[config.mk]
export PLATFORM = sky130hd
export DESIGN_NAME = cut_job_sequencer
export DESIGN_NICKNAME = d
export VERILOG_FILES = /design/src/rtl/cut_job_sequencer.sv
export SDC_FILE = /design/constraint.sdc
export NUM_CORES = 1
export LEC_CHECK = 0
export ABC_CLOCK_PERIOD_IN_PS = 4530
export CAP_MARGIN = 20
export CORE_AREA = 2 2 118 120
export CTS_BUF_LIST = sky130_fd_sc_hd__clkbuf_2 sky130_fd_sc_hd__clkbuf_4 sky130_fd_sc_hd__clkbuf_8
export DETAILED_ROUTE_END_ITERATION = 10
export DIE_AREA = 0 0 120 122
export PLACE_DENSITY = 0.77
export SYNTH_ARGS = -nofsm -noshare
export SYNTH_HDL_FRONTEND = slang
export SYNTH_SLANG_ARGS = --single-unit
[constraint.sdc]
create_clock -name clk -period 4.53 [get_ports clk]
set_input_delay 0.453 -clock clk [delete_from_list [all_inputs] [get_ports clk]]
set_output_delay 0.453 -clock clk [all_outputs]
set_load 0.01 [all_outputs]
[src/rtl/cut_job_sequencer.sv]
// Job sequencer for the wire cutter: feed, settle, cut, retract per piece until quantity is met.
// Optional feed watchdog enabled by defining WIRECUT_FEED_TIMEOUT_EN.
module cut_job_sequencer #(
  parameter int unsigned STEPS_PER_UNIT   = 126,
  parameter int unsigned SETTLE_CYC       = 2500000,
  parameter int unsigned CUT_HOLD_CYC     = 10000000,
  parameter int unsigned RETRACT_CYC      = 5000000,
  parameter int unsigned FEED_TIMEOUT_CYC = 250000000
) (
  input  logic        clk,
  input  logic        reset_n,
  input  logic        start,
  input  logic        abort,
  input  logic [15:0] length,
  input  logic [7:0]  quantity,
  input  logic        feed_done,
  output logic        feed_req,
  output logic [31:0] feed_steps,
  output logic        cut_en,
  output logic        busy,
  output logic        done,
  output logic        error,
  output logic [7:0]  pieces_cut
);

  typedef enum logic [2:0] {
    StIdle, StLoad, StFeedReq, StFeedWait, StSettle, StCut, StRetract, StDone
  } state_e;

  // Last count value of each delay; a zero delay still occupies one cycle.
  localparam logic [31:0] SettleLast  = (SETTLE_CYC == 0)   ? 32'd0 : SETTLE_CYC - 1;
  localparam logic [31:0] CutLast     = (CUT_HOLD_CYC == 0) ? 32'd0 : CUT_HOLD_CYC - 1;
  localparam logic [31:0] RetractLast = (RETRACT_CYC == 0)  ? 32'd0 : RETRACT_CYC - 1;

  state_e      state_q, state_d;
  logic [31:0] cnt_q, cnt_d;
  logic [15:0] len_q, len_d;
  logic [7:0]  qty_q, qty_d;
  logic [7:0]  pieces_q, pieces_d, pieces_inc;
  logic [31:0] steps_q, steps_d;
  logic        error_q, error_d;
  logic        feed_req_q, feed_req_d;
  logic        cut_en_q, cut_en_d;
  logic        busy_q, busy_d;
  logic        done_q, done_d;
  logic        timeout;

`ifdef WIRECUT_FEED_TIMEOUT_EN
  localparam logic [31:0] TimeoutLast = (FEED_TIMEOUT_CYC == 0) ? 32'd0 : FEED_TIMEOUT_CYC - 1;
  assign timeout = (state_q == StFeedWait) && !feed_done && (cnt_q >= TimeoutLast);
`else
  logic unused_timeout_cfg;
  assign unused_timeout_cfg = ^FEED_TIMEOUT_CYC;
  assign timeout = 1'b0;
`endif

  assign pieces_inc = pieces_q + 8'd1;

  always_comb begin
    state_d  = state_q;
    cnt_d    = cnt_q + 32'd1;
    len_d    = len_q;
    qty_d    = qty_q;
    pieces_d = pieces_q;
    steps_d  = steps_q;
    error_d  = error_q;
    unique case (state_q)
      StIdle: begin
        if (start) begin
          if (length == 16'd0 || quantity == 8'd0) begin
            error_d = 1'b1;
          end else begin
            len_d    = length;
            qty_d    = quantity;
            error_d  = 1'b0;
            pieces_d = 8'd0;
            state_d  = StLoad;
          end
        end
      end
      StLoad: begin
        steps_d = 32'(len_q) * STEPS_PER_UNIT;
        state_d = StFeedReq;
      end
      StFeedReq:  state_d = StFeedWait;
      StFeedWait: if (feed_done) state_d = StSettle;
      StSettle:   if (cnt_q >= SettleLast) state_d = StCut;
      StCut:      if (cnt_q >= CutLast) state_d = StRetract;
      StRetract: begin
        if (cnt_q >= RetractLast) begin
          pieces_d = pieces_inc;
          state_d  = (pieces_inc == qty_q) ? StDone : StFeedReq;
        end
      end
      StDone:  state_d = StIdle;
      default: state_d = StIdle;
    endcase

    // Abort and feed timeout override every transition; piece count is frozen.
    if (state_q != StIdle && (abort || timeout)) begin
      state_d  = StIdle;
      error_d  = 1'b1;
      pieces_d = pieces_q;
    end

    if (state_d != state_q || state_q == StIdle) cnt_d = 32'd0;

    feed_req_d = (state_d == StFeedReq);
    cut_en_d   = (state_d == StCut);
    done_d     = (state_d == StDone);
    busy_d     = (state_d != StIdle) && (state_d != StDone);
  end

  always_ff @(posedge clk or negedge reset_n) begin
    if (!reset_n) begin
      state_q    <= StIdle;
      cnt_q      <= 32'd0;
      len_q      <= 16'd0;
      qty_q      <= 8'd0;
      pieces_q   <= 8'd0;
      steps_q    <= 32'd0;
      error_q    <= 1'b0;
      feed_req_q <= 1'b0;
      cut_en_q   <= 1'b0;
      busy_q     <= 1'b0;
      done_q     <= 1'b0;
    end else begin
      state_q    <= state_d;
      cnt_q      <= cnt_d;
      len_q      <= len_d;
      qty_q      <= qty_d;
      pieces_q   <= pieces_d;
      steps_q    <= steps_d;
      error_q    <= error_d;
      feed_req_q <= feed_req_d;
      cut_en_q   <= cut_en_d;
      busy_q     <= busy_d;
      done_q     <= done_d;
    end
  end

  assign feed_req   = feed_req_q;
  assign feed_steps = steps_q;
  assign cut_en     = cut_en_q;
  assign busy       = busy_q;
  assign done       = done_q;
  assign error      = error_q;
  assign pieces_cut = pieces_q;

endmodule

Word level (Yosys, flattened, before mapping):

Index checks and enable logic that the tools add are counted.

* add/sub/neg operators: 2
* muxes and demuxes: 18
* equality and inequality tests: 16
* $lt $le $gt $ge: 3
* multipliers: 1
* reduce and logical (&&, ||, !) cells: 15
* bitwise logic cells: 2

Operators by type and width (count)
* $add 32x1->32 const B: 1
* $ge 32x22->1 const B: 1
* $ge 32x23->1 const B: 1
* $ge 32x24->1 const B: 1
* $mux 32: 1
* $mux 3: 8
* $mux 8: 3
* $pmux 3 s8: 1
* $mul 16x6->22 const B: 1
* $eq 3x3->1 const B: 6
* $logic_not 16->1: 1
* $pmux 8 s2: 1
* $eq 3x2->1 const B: 3
* $add 8x1->8 const B: 1
* $eq 8x8->1: 1
* $logic_not 8->1: 1
* $ne 2x2->1 const B: 3
* $reduce_bool 2->1: 3
* $reduce_bool 3->1: 2
* $reduce_and 5->1: 1
* $mux 1: 4
* $eq 3x1->1 const B: 1
* $logic_not 3->1: 1
* $ne 3x3->1: 1
* 6 further kinds: 9

* logic and storage cells: 68
* bits of input ports: 29
* output and inout bits: 45
* register bits after elaboration: 94

Longest topological paths before layout:

* depth in word-level cells: 9
* mapped depth: 16
* gate-level depth less buffers: 16

Worst setup path before layout:

No wires, ideal clock.

* path kind: register -> register
* from: reg len_q[3]
* to: reg steps_q[22], in the netlist feed_steps[22]
* stages on the path, launching flop included: 17
* path buffers: 0
* period minus slack after synthesis: 4.294 ns
* data arrival time: 4.159 ns
* slack: 0.236 ns
* library setup time: 0.135 ns
* required time: 4.395 ns
* cells stage by stage: dfrtp_1 inv_1 fa_1 inv_1 fa_1 inv_1 fa_1 inv_1 ha_1 a21o_1 a221oi_1 o21a_1 a31oi_1 a311oi_1 a21oi_1 xnor2_1 o21ai_0

* word-level cells in the longest chain between the ends: 1

Ends and longest elaborated chain
* from (decl): RTL line 37 `logic [15:0] len_q, len_d;`
* from (signal assigned): RTL line 130 `len_q <= len_d;`
* $mul 16x6->22: RTL line 82 `steps_d = 32'(len_q) * STEPS_PER_UNIT;`
* to (signal assigned): RTL line 133 `steps_q <= steps_d;`
* to (decl): RTL line 40 `logic [31:0] steps_q, steps_d;`

No other way between the ends.
A chain may end at the register's enable or synchronous reset.

Worst setup path in the final report:

* from: reg len_q[12]
* to: reg steps_q[21], in the netlist feed_steps[21]

The elaborated chain is that of the path after synthesis.

==> flow_summary.ini <==
[detailed_routing]
wl_per_cell_um = 15.6
drc = 0
dr_total_vias = 5381
initialDrtViolationCount = 435
vias_per_cell = 5.59
firstDrtPassIters = 7
ant_nets = 0
totalWireLength_um = 15000

[die]
core_area_um2 = 13500
num_rows = 43
fp.dieH_um = 122
die_x_um = 120
dieArea_um2 = 14600
ios = 74
initial_core_util_pct = 52.0

[synth]
synthCells = 729
synth_area_leaders = dfrtp_1 (33%), fa_1 (12%), ha_1 (5.9%)
synth_area_per_cell_um2 = 9.64
synth_top_area_cell = dfrtp_1
synth-seq-area-share_pct = 33.5
synth_edf_count = 0
yosysTopAreaCellShare_pct = 33.5
synthFlopType = dfrtp_1
synth_fa_ha_area_share_pct = 18.1
synth_top_family_by_area = adder cells
synth.cell_area_um2 = 7030
async_flop_share_pct = 100
synth_compound_area_share_pct = 11.8
ys.warnings.count = 0
synth_xor_xnor_area_share_pct = 6.98
muxShareOfSynthArea_pct = 5.25
yosys.area_share.simple_pct = 16.8
ys_types = 64
synth-seq-cells = 94

[cts]
htree_levels = 3
cts_max_path_buffers = 2
cts_tree = built
cts_root_buf = clkbuf_8
clk_pin_slew_worst_paths_ns = 0.10
cts_buffers = 9
clock_latency_ns = 0.39
clkSinkCount = 94
ctsHoldBuffers = 0

[global_route]
grt_overflow_total = 0
grt_pass1_wl_um = 24600
grt_pass1_vias = 5263
grt_use_total_pct = 21.0
grt_max_degree = 50
antenna_found_initial = 0

[critical_path]
crit_path_top_delay_cell = fa_1
critical_path.endpoint_type = flip-flop
critPathKind = reg -> reg
cp_data_required_time_ns = 4.81
cp_num_buf_inv = 4
path_depth = 16
path_common_cell = inv_1
crit_fanout = 5
cp_top_family = adder cells
critical-path-max-stage-delay_ns = 0.57
critPathLaunchType = flip-flop
worst_ep_arrival_time_ns = 4.62
crit_path_cell_trace = inv_1, fa_1, inv_1, fa_1, inv_1, fa_1, inv_1, ha_1, a21o_1, a21o_1, a21o_1, a211oi_2, o21bai_1, a221oi_2, nor4b_1, a211o_1
worstRegToRegCells = 16

[layout]
synthToLayoutAreaGrowth_pct = 13.9
design_area_um2 = 8010
antennaDiodeCount = 0
nets = 883
drive_above_1_share_pct = 9.83

[flow_run]
cap_viol_max_count = 0

[sta]
fin_crit_sh_pct = 95.8
clock_skew_ns = 0.0104
tightestPinTransition_ns = 0.928
max_freq_mhz = 230
setup_viol = 0
hold_viol_final = 0
finalCriticalPeriod_ns = 4.34
maxSlewViolCount = 0
slew_headroom_pct = 38.2

[placement]
io_buffers = 63
dpl_cell_area_um2 = 7720
gp_congestion = 0.904
dp_hpwl_um = 11100

[worst_hold_path]
min-delay-path-class = in -> async

[run_status]
status = complete, no violations
[per-layer routing]
layer  track usage (%)  vias up  wire [um]  share of wire [%]
met5                 0        -          0                  0
met4              7.21        0        229                1.5
met3              4.35       19        645                4.3
met2              34.9      132       7450                 50
met1              27.5     2645       6650                 44
li1                  -     2585          -                  -
[cell usage in the layout, fill, tap and decap left out, types with 31 or more instances in the layout]
cell             Yosys  final
dfrtp_1             94     92
inv_1               75     75
nand2_1             72     72
clkdlybuf4s50_1      0     62
fa_1                43     43
o21ai_0             37     36
nor3_1              35     35
xnor2_1             35     35
ha_1                33     33
mux2_2              31     31
[Yosys cell counts, types with 3 or more instances]
| master | instances |
|---|---|
| dfrtp_1 | 94 |
| inv_1 | 75 |
| nand2_1 | 72 |
| fa_1 | 43 |
| o21ai_0 | 37 |
| nor3_1 | 35 |
| xnor2_1 | 35 |
| ha_1 | 33 |
| mux2_2 | 31 |
| nor2_1 | 29 |
| nand3_1 | 23 |
| a21oi_1 | 21 |
| xor2_1 | 21 |
| clkbuf_1 | 19 |
| buf_2 | 13 |
| buf_4 | 10 |
| nor4_1 | 10 |
| a21o_1 | 8 |
| nand4_1 | 8 |
| and2_1 | 7 |
| and4_1 | 7 |
| a31oi_1 | 6 |
| nand2b_1 | 6 |
| a211o_1 | 5 |
| and3_1 | 5 |
| o21bai_1 | 5 |
| a211oi_1 | 4 |
| o21a_1 | 4 |
| o31ai_1 | 4 |
| or3_1 | 4 |
| buf_1 | 3 |
| nor4b_1 | 3 |
| o211ai_1 | 3 |
| o41ai_1 | 3 |
[flip-flops by register name (all words and copies together), names as in the netlist]
register,cells
len_q,16
pieces_cut,8
feed_steps,22
cnt_q,32
state_q,3
done,1
cut_en,1
error,1
feed_req,1
qty_q,8
busy,1
[cell families (layout without fill, tap and decap cells)]
kind of cell / Yosys count / in the layout
xor gates and xnor gates: 56 / 56
adders and majority gates: 76 / 76
muxes: 33 / 33
other: 1 / 10
DFF: 94 / 94
and+or+nand+nor: 225 / 225
buffers and inverters: 122 / 167
AOI/OAI and AO/OA: 122 / 122
[repair_timing]
action                     CTS  global route
resized for setup            1             7
pin swaps                    0             5
buffers inserted             0             5
gates cloned                 0             0
setup endpoints to repair    1             5
[path summary, 6_finish.rpt]
path                                                 from                    endpoint  slack (ns)
worst max-delay path                len_q[12]$_DFFE_PN0P_  feed_steps[21]$_DFFE_PN0P_        0.19
worst min-delay path                              reset_n  feed_steps[12]$_DFFE_PN0P_        0.06
worst max register to register      len_q[12]$_DFFE_PN0P_  feed_steps[21]$_DFFE_PN0P_        0.19
worst min register to register  feed_steps[6]$_DFFE_PN0P_   feed_steps[6]$_DFFE_PN0P_        0.48
max in group asynchronous                         reset_n        len_q[8]$_DFFE_PN0P_        3.41
min in group clk                feed_steps[6]$_DFFE_PN0P_   feed_steps[6]$_DFFE_PN0P_        0.48
[area by class of cell]
class | count | area [um2]
Sequential cell | 94 | 2350
Clock inverter | 6 | 51.3
Tap cell | 180 | 225
Inverter | 75 | 282
Multi-Input combinational cell | 522 | 4210
Fill cell | 1120 | 5500
Timing Repair Buffer | 76 | 746
Clock buffer | 10 | 138
[stage by stage]
| step | cells | setup WS, ns | setup TNS (ns) | utilization [%] | hold slack [ns] |
|---|---|---|---|---|---|
| finish | 963 | 0.191 | 0 | 59.3 | 0.0576 |
| global route | 963 | -0.0158 | -0.0391 | 59.3 | 0.100 |
| CTS | 957 | 0.00702 | 0 | 58.6 | 0.0705 |
| detailed placement | 941 | 0.0209 | 0 | 57.2 | 0.469 |
| global placement | 941 | 0.167 | 0 | 57.2 | 0.461 |
| floorplan | 738 | 0.236 | 0 | - | 0.157 |
Power is left out: the tool's default activity adds up to more than one toggle a clock period on the data nets, which glitch-free logic cannot reach.
